$ cat config.mk
export PLATFORM = sky130hd
export DESIGN_NAME = seq_pattern_tx
export DESIGN_NICKNAME = d
export VERILOG_FILES = /design/src/rtl/seq_pattern_tx_pkg.sv /design/src/rtl/seq_pattern_tx_piso_shreg.sv /design/src/rtl/seq_pattern_tx.sv
export SDC_FILE = /design/constraint.sdc
export NUM_CORES = 1
export LEC_CHECK = 0
export ABC_AREA = 1
export CAP_MARGIN = 10
export CORE_MARGIN = 1
export CORE_UTILIZATION = 40
export DETAILED_ROUTE_END_ITERATION = 16
export GPL_ROUTABILITY_DRIVEN = 0
export PLACE_DENSITY = 0.61
export SETUP_SLACK_MARGIN = 0.3
export SLEW_MARGIN = 20
export SYNTH_ARGS = -nofsm -noshare
export SYNTH_HDL_FRONTEND = slang
export SYNTH_SLANG_ARGS = --single-unit
$ cat constraint.sdc
create_clock -name clk -period 1.6 [get_ports clk]
set_input_delay 0.32 -clock clk [delete_from_list [all_inputs] [get_ports clk]]
set_output_delay 0.32 -clock clk [all_outputs]
set_load 0.005 [all_outputs]
$ cat src/rtl/seq_pattern_tx_pkg.sv
// Shared definitions for the serial pattern transmitter and the detector benches it drives.
// Holds the state encoding, default geometry and a counter-width helper.
package seq_pattern_tx_pkg;

    typedef enum logic [1:0] {
        StIdle  = 2'd0,
        StShift = 2'd1,
        StGap   = 2'd2,
        StDone  = 2'd3
    } state_e;

    localparam int unsigned PatWDefault   = 3;
    localparam int unsigned RepWDefault   = 4;
    localparam int unsigned GapLenDefault = 1;

    // Width of a down-counter that must hold values 0..n-1; never narrower than one bit.
    function automatic int unsigned cnt_width(input int unsigned n);
        return (n > 1) ? $clog2(n) : 1;
    endfunction

endpackage

$ cat src/rtl/seq_pattern_tx_piso_shreg.sv
// Parallel-in serial-out shift register: load has priority over shift, zero-fill on shift left.
// Only the MSB is exposed; it is the next serial bit.
module piso_shreg #(
    parameter int unsigned W = 3
) (
    input  logic         clk,
    input  logic         clr,
    input  logic         load,
    input  logic         shift,
    input  logic [W-1:0] din,
    output logic         msb
);

    logic [W-1:0] shreg_q;

    always_ff @(posedge clk) begin
        if (clr) begin
            shreg_q <= '0;
        end else if (load) begin
            shreg_q <= din;
        end else if (shift) begin
            shreg_q <= {shreg_q[W-2:0], 1'b0};
        end
    end

    assign msb = shreg_q[W-1];

endmodule

$ cat src/rtl/seq_pattern_tx.sv
// Serial pattern transmitter: sends a captured pattern MSB-first, repeated reps times with an
// optional idle gap between repetitions, then pulses done for one cycle.
module seq_pattern_tx
    import seq_pattern_tx_pkg::*;
#(
    parameter int unsigned PAT_W   = PatWDefault,
    parameter int unsigned REP_W   = RepWDefault,
    parameter int unsigned GAP_LEN = GapLenDefault
) (
    input  logic             clk,
    input  logic             clr,
    input  logic             start,
    input  logic [PAT_W-1:0] pat_in,
    input  logic [REP_W-1:0] reps,
    output logic             out,
    output logic             valid,
    output logic             busy,
    output logic             done
);

    localparam int unsigned BitW = cnt_width(PAT_W);
    localparam int unsigned GapW = cnt_width(GAP_LEN);
    localparam logic [BitW-1:0] BitLast = BitW'(PAT_W - 1);
    localparam logic [GapW-1:0] GapLast = GapW'((GAP_LEN > 0) ? GAP_LEN - 1 : 0);

    state_e           state_q, state_d;
    logic [PAT_W-1:0] hold_q, hold_d;
    logic [REP_W-1:0] rep_q, rep_d;
    logic [BitW-1:0]  bit_q, bit_d;
    logic [GapW-1:0]  gap_q, gap_d;

    logic             sh_load, sh_shift, sh_msb;
    logic [PAT_W-1:0] sh_din;

    piso_shreg #(
        .W (PAT_W)
    ) u_shreg (
        .clk   (clk),
        .clr   (clr),
        .load  (sh_load),
        .shift (sh_shift),
        .din   (sh_din),
        .msb   (sh_msb)
    );

    always_comb begin
        state_d  = state_q;
        hold_d   = hold_q;
        rep_d    = rep_q;
        bit_d    = bit_q;
        gap_d    = gap_q;
        sh_load  = 1'b0;
        sh_shift = 1'b0;
        sh_din   = hold_q;
        unique case (state_q)
            StIdle: begin
                if (start) begin
                    hold_d  = pat_in;
                    rep_d   = reps;
                    bit_d   = BitLast;
                    sh_load = 1'b1;
                    sh_din  = pat_in;
                    state_d = (reps != '0) ? StShift : StDone;
                end
            end
            StShift: begin
                if (bit_q != '0) begin
                    bit_d    = bit_q - BitW'(1);
                    sh_shift = 1'b1;
                end else if (rep_q == REP_W'(1)) begin
                    sh_shift = 1'b1;
                    state_d  = StDone;
                end else begin
                    // Reload in the last-bit cycle so back-to-back repetitions have no bubble.
                    rep_d   = rep_q - REP_W'(1);
                    bit_d   = BitLast;
                    sh_load = 1'b1;
                    if (GAP_LEN > 0) begin
                        gap_d   = GapLast;
                        state_d = StGap;
                    end
                end
            end
            StGap: begin
                if (gap_q == '0) begin
                    state_d = StShift;
                end else begin
                    gap_d = gap_q - GapW'(1);
                end
            end
            StDone: begin
                rep_d   = '0;
                bit_d   = '0;
                state_d = StIdle;
            end
            default: state_d = StIdle;
        endcase
    end

    always_ff @(posedge clk) begin
        if (clr) begin
            state_q <= StIdle;
            hold_q  <= '0;
            rep_q   <= '0;
            bit_q   <= '0;
            gap_q   <= '0;
        end else begin
            state_q <= state_d;
            hold_q  <= hold_d;
            rep_q   <= rep_d;
            bit_q   <= bit_d;
            gap_q   <= gap_d;
        end
    end

    assign valid = (state_q == StShift);
    assign out   = valid & sh_msb;
    assign busy  = (state_q == StShift) || (state_q == StGap);
    assign done  = (state_q == StDone);

endmodule

Word-level counts from Yosys, hierarchy flattened

Index checks and enable logic that the tools add are counted.

Eq/ne operators: 9
Bitwise gates (word level): 1
Mux-type cells: 29
Add/subtract/negate cells: 3
Reductions and logical operators: 11

Operators by type and width:

| operator                                                              | count |
|---|---|
| 2-bit two-way mux                                                     | 7 |
| 3-bit two-way mux                                                     | 4 |
| 4-bit two-way mux                                                     | 3 |
| 4-bit one-hot mux with 3 select lines                                 | 1 |
| 1-bit two-way mux                                                     | 10 |
| 3-bit AND reduction                                                   | 3 |
| 2-bit != test, second input constant                                  | 4 |
| 2-bit one-hot mux with 4 select lines                                 | 1 |
| 2-bit one-hot mux with 3 select lines                                 | 1 |
| 2-bit nonzero test                                                    | 3 |
| 2-bit equality test, second input constant                            | 2 |
| 4-bit by 1-bit equality test with 1-bit output, second input constant | 1 |
| 1-bit one-hot mux with 2 select lines                                 | 2 |
| 4-bit AND reduction                                                   | 1 |
| 4-bit nonzero test                                                    | 1 |
| 4-bit by 1-bit subtractor with 4-bit output, second input constant    | 1 |
| 3-bit != test, second input constant                                  | 1 |
| 3-bit nonzero test                                                    | 1 |
| 2-bit by 1-bit equality test with 1-bit output, second input constant | 1 |
| 2-bit zero test                                                       | 1 |
| 2-bit by 1-bit subtractor with 2-bit output, second input constant    | 1 |
| 1-bit bitwise AND                                                     | 1 |
| 1-bit logical OR                                                      | 1 |
| 1-bit subtractor, second input constant                               | 1 |

Logic and storage cells: 59
Bits of input ports: 10
Register bits after elaboration: 15
Output and inout bits: 4

Longest topological paths before layout

Depth in word-level cells: 6
Depth in mapped cells: 10

By module

A second synthesis with hierarchy kept.

Cells, all modules: 142
Area, all modules: 918.4 um^2

Modules (own cells, without submodules):

| module         | area an instance (um^2) | seq. area each (um^2) | instances | cells an instance |
|---|---|---|---|---|
| seq_pattern_tx | 779.5                   | 220.2                 | 1         | 119 |
| piso_shreg     | 138.9                   | 60.1                  | 1         | 23 |

Worst setup path before layout

OpenSTA, ideal clock, no wires.

Path type: reg2reg
From: register state_q[1]
To: register rep_q[0]
Setup time: 0.114 ns
Cell stages (with the launch flop): 10
Arrival: 1.220 ns
Required time: 1.486 ns
Setup slack: 0.266 ns
Path buffers: 1
Path through: dfxtp_1 inv_1 ha_1 buf_6 nand2_4 nand2_2 inv_4 nand3_4 nor2_1 nor2_2

Cells in the longest elaborated chain, start to end: 3
Elaborated cells on any way between the ends: 9

Ends and longest elaborated chain:

| item                                                          | RTL line              | text |
|---|---|---|
| from (decl)                                                   | seq_pattern_tx.sv:26  | `state_e state_q, state_d;` |
| from (signal assigned)                                        | seq_pattern_tx.sv:102 | `state_q <= StIdle;` |
| from (signal assigned)                                        | seq_pattern_tx.sv:108 | `state_q <= state_d;` |
| 2-bit by 1-bit equality test with 1-bit output *              | -                     |  |
| net valid                                                     | seq_pattern_tx.sv:16  | `output logic valid,` |
| 2-bit != test (no line) or 3-bit nonzero test (tied branches) | -                     |  |
| 4-bit AND reduction (no line)                                 | -                     |  |
| to (signal assigned)                                          | seq_pattern_tx.sv:110 | `rep_q <= rep_d;` |
| to (decl)                                                     | seq_pattern_tx.sv:28  | `logic [REP_W-1:0] rep_q, rep_d;` |

Mark *: on every way through the listed nets, which the timed path passes. The rest lies on a longest branch.
A chain may end at the register's enable or synchronous reset.

Final worst setup path

From: register state_q[1]
To: register rep_q[1]

Cells in the longest elaborated chain, start to end: 3
Elaborated cells on any way between the ends: 9

Ends and longest elaborated chain:

| item                                                                   | RTL line             | text |
|---|---|---|
| 2-bit by 1-bit equality test with 1-bit output (tied with other cells) | seq_pattern_tx.sv:55 | `unique case (state_q)` |
| 2-bit != test (no line) or 3-bit nonzero test (tied branches)          | -                    |  |
| 4-bit AND reduction (no line)                                          | -                    |  |

Several ways; a longest one is shown, not always the timed one.

==> run_results.csv <==
group,metric,value,unit
logic_synthesis,synth_compound_area_share,9.756,%
die,die-area,0.002638,mm2
die,core-area,0.002255,mm2
layout,final_nets,183,
layout,layout_commonest_cell,"nand2_1",
logic_synthesis,avgSynthCellArea,7.167,um2
layout,layout_common_cells,"nand2_1 (25), inv_1 (13), dfxtp_1 (12)",
sta,max_freq,705.8,MHz
drt,drt_iter0_drc,20,
sta,setup_viol_count_final,0,
clocking,cts.reportedPaths.clkPinSlew,0.09,ns
logic_synthesis,yosys.cell_types.count,27,
global_route,grt_pass1_wl,3670,um
job,max_cap_viol_count,0,
logic_synthesis,ys.flop_type,"dfxtp_1",
clocking,postCtsHoldBufs,0,
die,fp.dieW,51.37,um
layout,n_fill_cell,226,
die,num_rows,17,
global_route,grt_pass1_vias,857,
layout,drive_gt1_share,41.10,%
drt,drc,0,
sta,rsz0062_at_grt,"true",
placement,portBuffers,13,
drt,top_layer_used,"met4",
layout,antenna_cells,0,
die,ioPinCount,14,
setup_path,cp-end-kind,"flip-flop",
logic_synthesis,synth_mux_area_share,0,%
drt,dr_wl_met2,1072,um
logic_synthesis,ys_ff_latch,14,
setup_path,crit_path_max_incr_delay,0.37,ns
power,p_leak,0.0006419,uW
clocking,cts_tree,"done",
logic_synthesis,synth_xor_area_share,0,%
clocking,h-tree-depth,1,
logic_synthesis,synth_edf_count,0,
setup_path,start_kind,"flip-flop",
power,p_per_area,1961,mW/mm2
clocking,clk_latency,0.27,ns
drt,vias,939,
layout,syn2layout_area_growth,41.98,%
outcome,outcome,"finished clean",
sta,slew_viol_final,0,
logic_synthesis,synth-simple-area-share,37.36,%
clocking,clock_path_buffers,2,
global_route,grt_antenna_before_repair,0,
logic_synthesis,yosys_warnings,0,
power,max-vdd-ir-drop,1359,uV
drt,drt-met1-wl,1015,um
drt,via_per_inst,4.916,
logic_synthesis,async_reset_ff_share,0,%
clocking,cts_buffers,3,
die,start_util,43.23,%
global_route,grt_max_degree,13,
global_route,grt-ovfl-total,0,
sta,worst_slew_pin_slew,0.2813,ns
logic_synthesis,synth_top_family_by_area,"simple AND/OR/NAND/NOR gates",
drt,routed_wl,2173,um
sta,tns,0,ns
placement,dp_slack,0.02391,ns
logic_synthesis,yosysSeqAreaShare,28.75,%
placement,dp_hpwl,1562,um
setup_path,cp_max_fo,8,
die,die_h,51.37,um
clocking,ctsRootBufferMaster,"clkbuf_4",
setup_path,worstPathRequired,1.82,ns
drt,post_drt_wl_per_cell,11.38,um
clocking,clkSinkCount,14,
sta,hold_violations,0,
hold_path,hold_path_class,"reg2reg",
logic_synthesis,synth_area,974.7,um2
sta,fin_crit,1.417,ns
sta,slew_headroom,81.18,%
setup_path,cp.arrival,1.64,ns
setup_path,worstSetupPathType,"reg2reg",
logic_synthesis,synth-adder-area-share,11.55,%
drt,first_pass_iters,4,
setup_path,critPathSlowestCell,"dfxtp_2",
drt,met3WireLength,53,um
setup_path,path_cells,"inv_4 > ha_4 > buf_6 > buf_8 > nand2_4 > nand2_4 > inv_4 > nand3_4 > nand2_1 > nand2_1 > nor2_2",
sta,fin_skew,0.003744,ns
logic_synthesis,synth_nets,155,
sta,fin_crit_sh,88.56,%
global_route,grt_util_all_layers,18.74,%
logic_synthesis,postSynthCellCount,136,
sta,worst_slack,0.1831,ns
drt,ant_nets,0,
==> registers in the layout, summed over array words and instances (netlist names) <==
signal           flops
rep_q                4
hold_q               3
u_shreg.shreg_q      3
bit_q                2
state_q              2
==> area by class of cell <==
cell class | instances | area, um2 | area share, %
Multi-Input combinational cell | 98 | 690.7 | 49.91
Inverter | 22 | 108.9 | 7.866
Clock buffer | 4 | 36.28 | 2.622
Timing Repair Buffer | 25 | 227.7 | 16.46
Tap cell | 28 | 35.03 | 2.532
Sequential cell | 14 | 285.3 | 20.61
==> cells by family after synthesis <==
| group | Yosys count |
|---|---|
| AOI/OAI and AO/OA | 17 |
| adders and majority gates | 9 |
| and+or+nand+nor | 72 |
| buffers and inverters | 24 |
| DFF | 14 |
==> through the flow <==
| stage | instance area, um2 | utilization [%] | hold slack (ns) | total power, uW | std cells |
|---|---|---|---|---|---|
| finish | 1384 | 61.38 | 0.4601 | 2713 | 191 |
| floorplan | 984.7 | - | 0.3891 | 1633 | 136 |
| detailed placement | 1165 | 51.66 | 0.4572 | 1977 | 180 |
| CTS | 1350 | 59.88 | 0.4676 | 2622 | 191 |
| global placement | 1165 | 51.66 | 0.4487 | 1937 | 180 |
| global route | 1384 | 61.38 | 0.4795 | 2951 | 191 |
==> repair_timing <==
item,in CTS,in global routing
setup buffers,7,0
setup endpoints to repair,18,16
gates resized for setup,45,14
pin swaps,15,8
==> cell usage after synthesis, types with 2 or more instances <==
library cell,number,area share [%]
a21oi_1,6,3.1
buf_6,2,2.3
dfxtp_1,14,29
ha_1,9,12
inv_1,17,6.5
inv_2,2,0.77
nand2_1,29,11
nand2_2,6,3.9
nand3_1,7,3.6
nand3_2,2,2.1
nand4_1,2,1.3
nor2_1,15,5.8
nor2_2,3,1.9
nor2_4,2,2.3
o21ai_0,6,3.1
o21ai_2,2,1.8
o22ai_1,2,1.3
==> report_power, final <==
group	internal (uW)	total, uW	switching, uW
Combinational	838	1840	1000
Clock	138	255	116
Sequential	491	619	127
Total	1470	2710	1250
==> worst max-delay path, delay by kind of cell, from the launching register on <==
kind,cells,cell delay [ns]
flops,1,0.37
fa+ha+maj,1,0.17
simple gates,6,0.46
buf+inv,4,0.37
==> final timing paths <==
path	start	endpoint	slack, ns	depth (start not counted)
worst max-delay path	state_q[1]	rep_q[1]	0.18	11
worst min-delay path	bit_q[0]	bit_q[0]	0.46	2
worst max register to register	state_q[1]	rep_q[1]	0.18	11
worst min register to register	bit_q[0]	bit_q[0]	0.46	2
==> layer usage <==
layer,up-vias,global-route usage (%)
met4,0,9.459
li1,483,-
met2,17,31.39
met5,-,0
met1,435,22.14
met3,4,4.167
(Power assumes the default switching activity.)
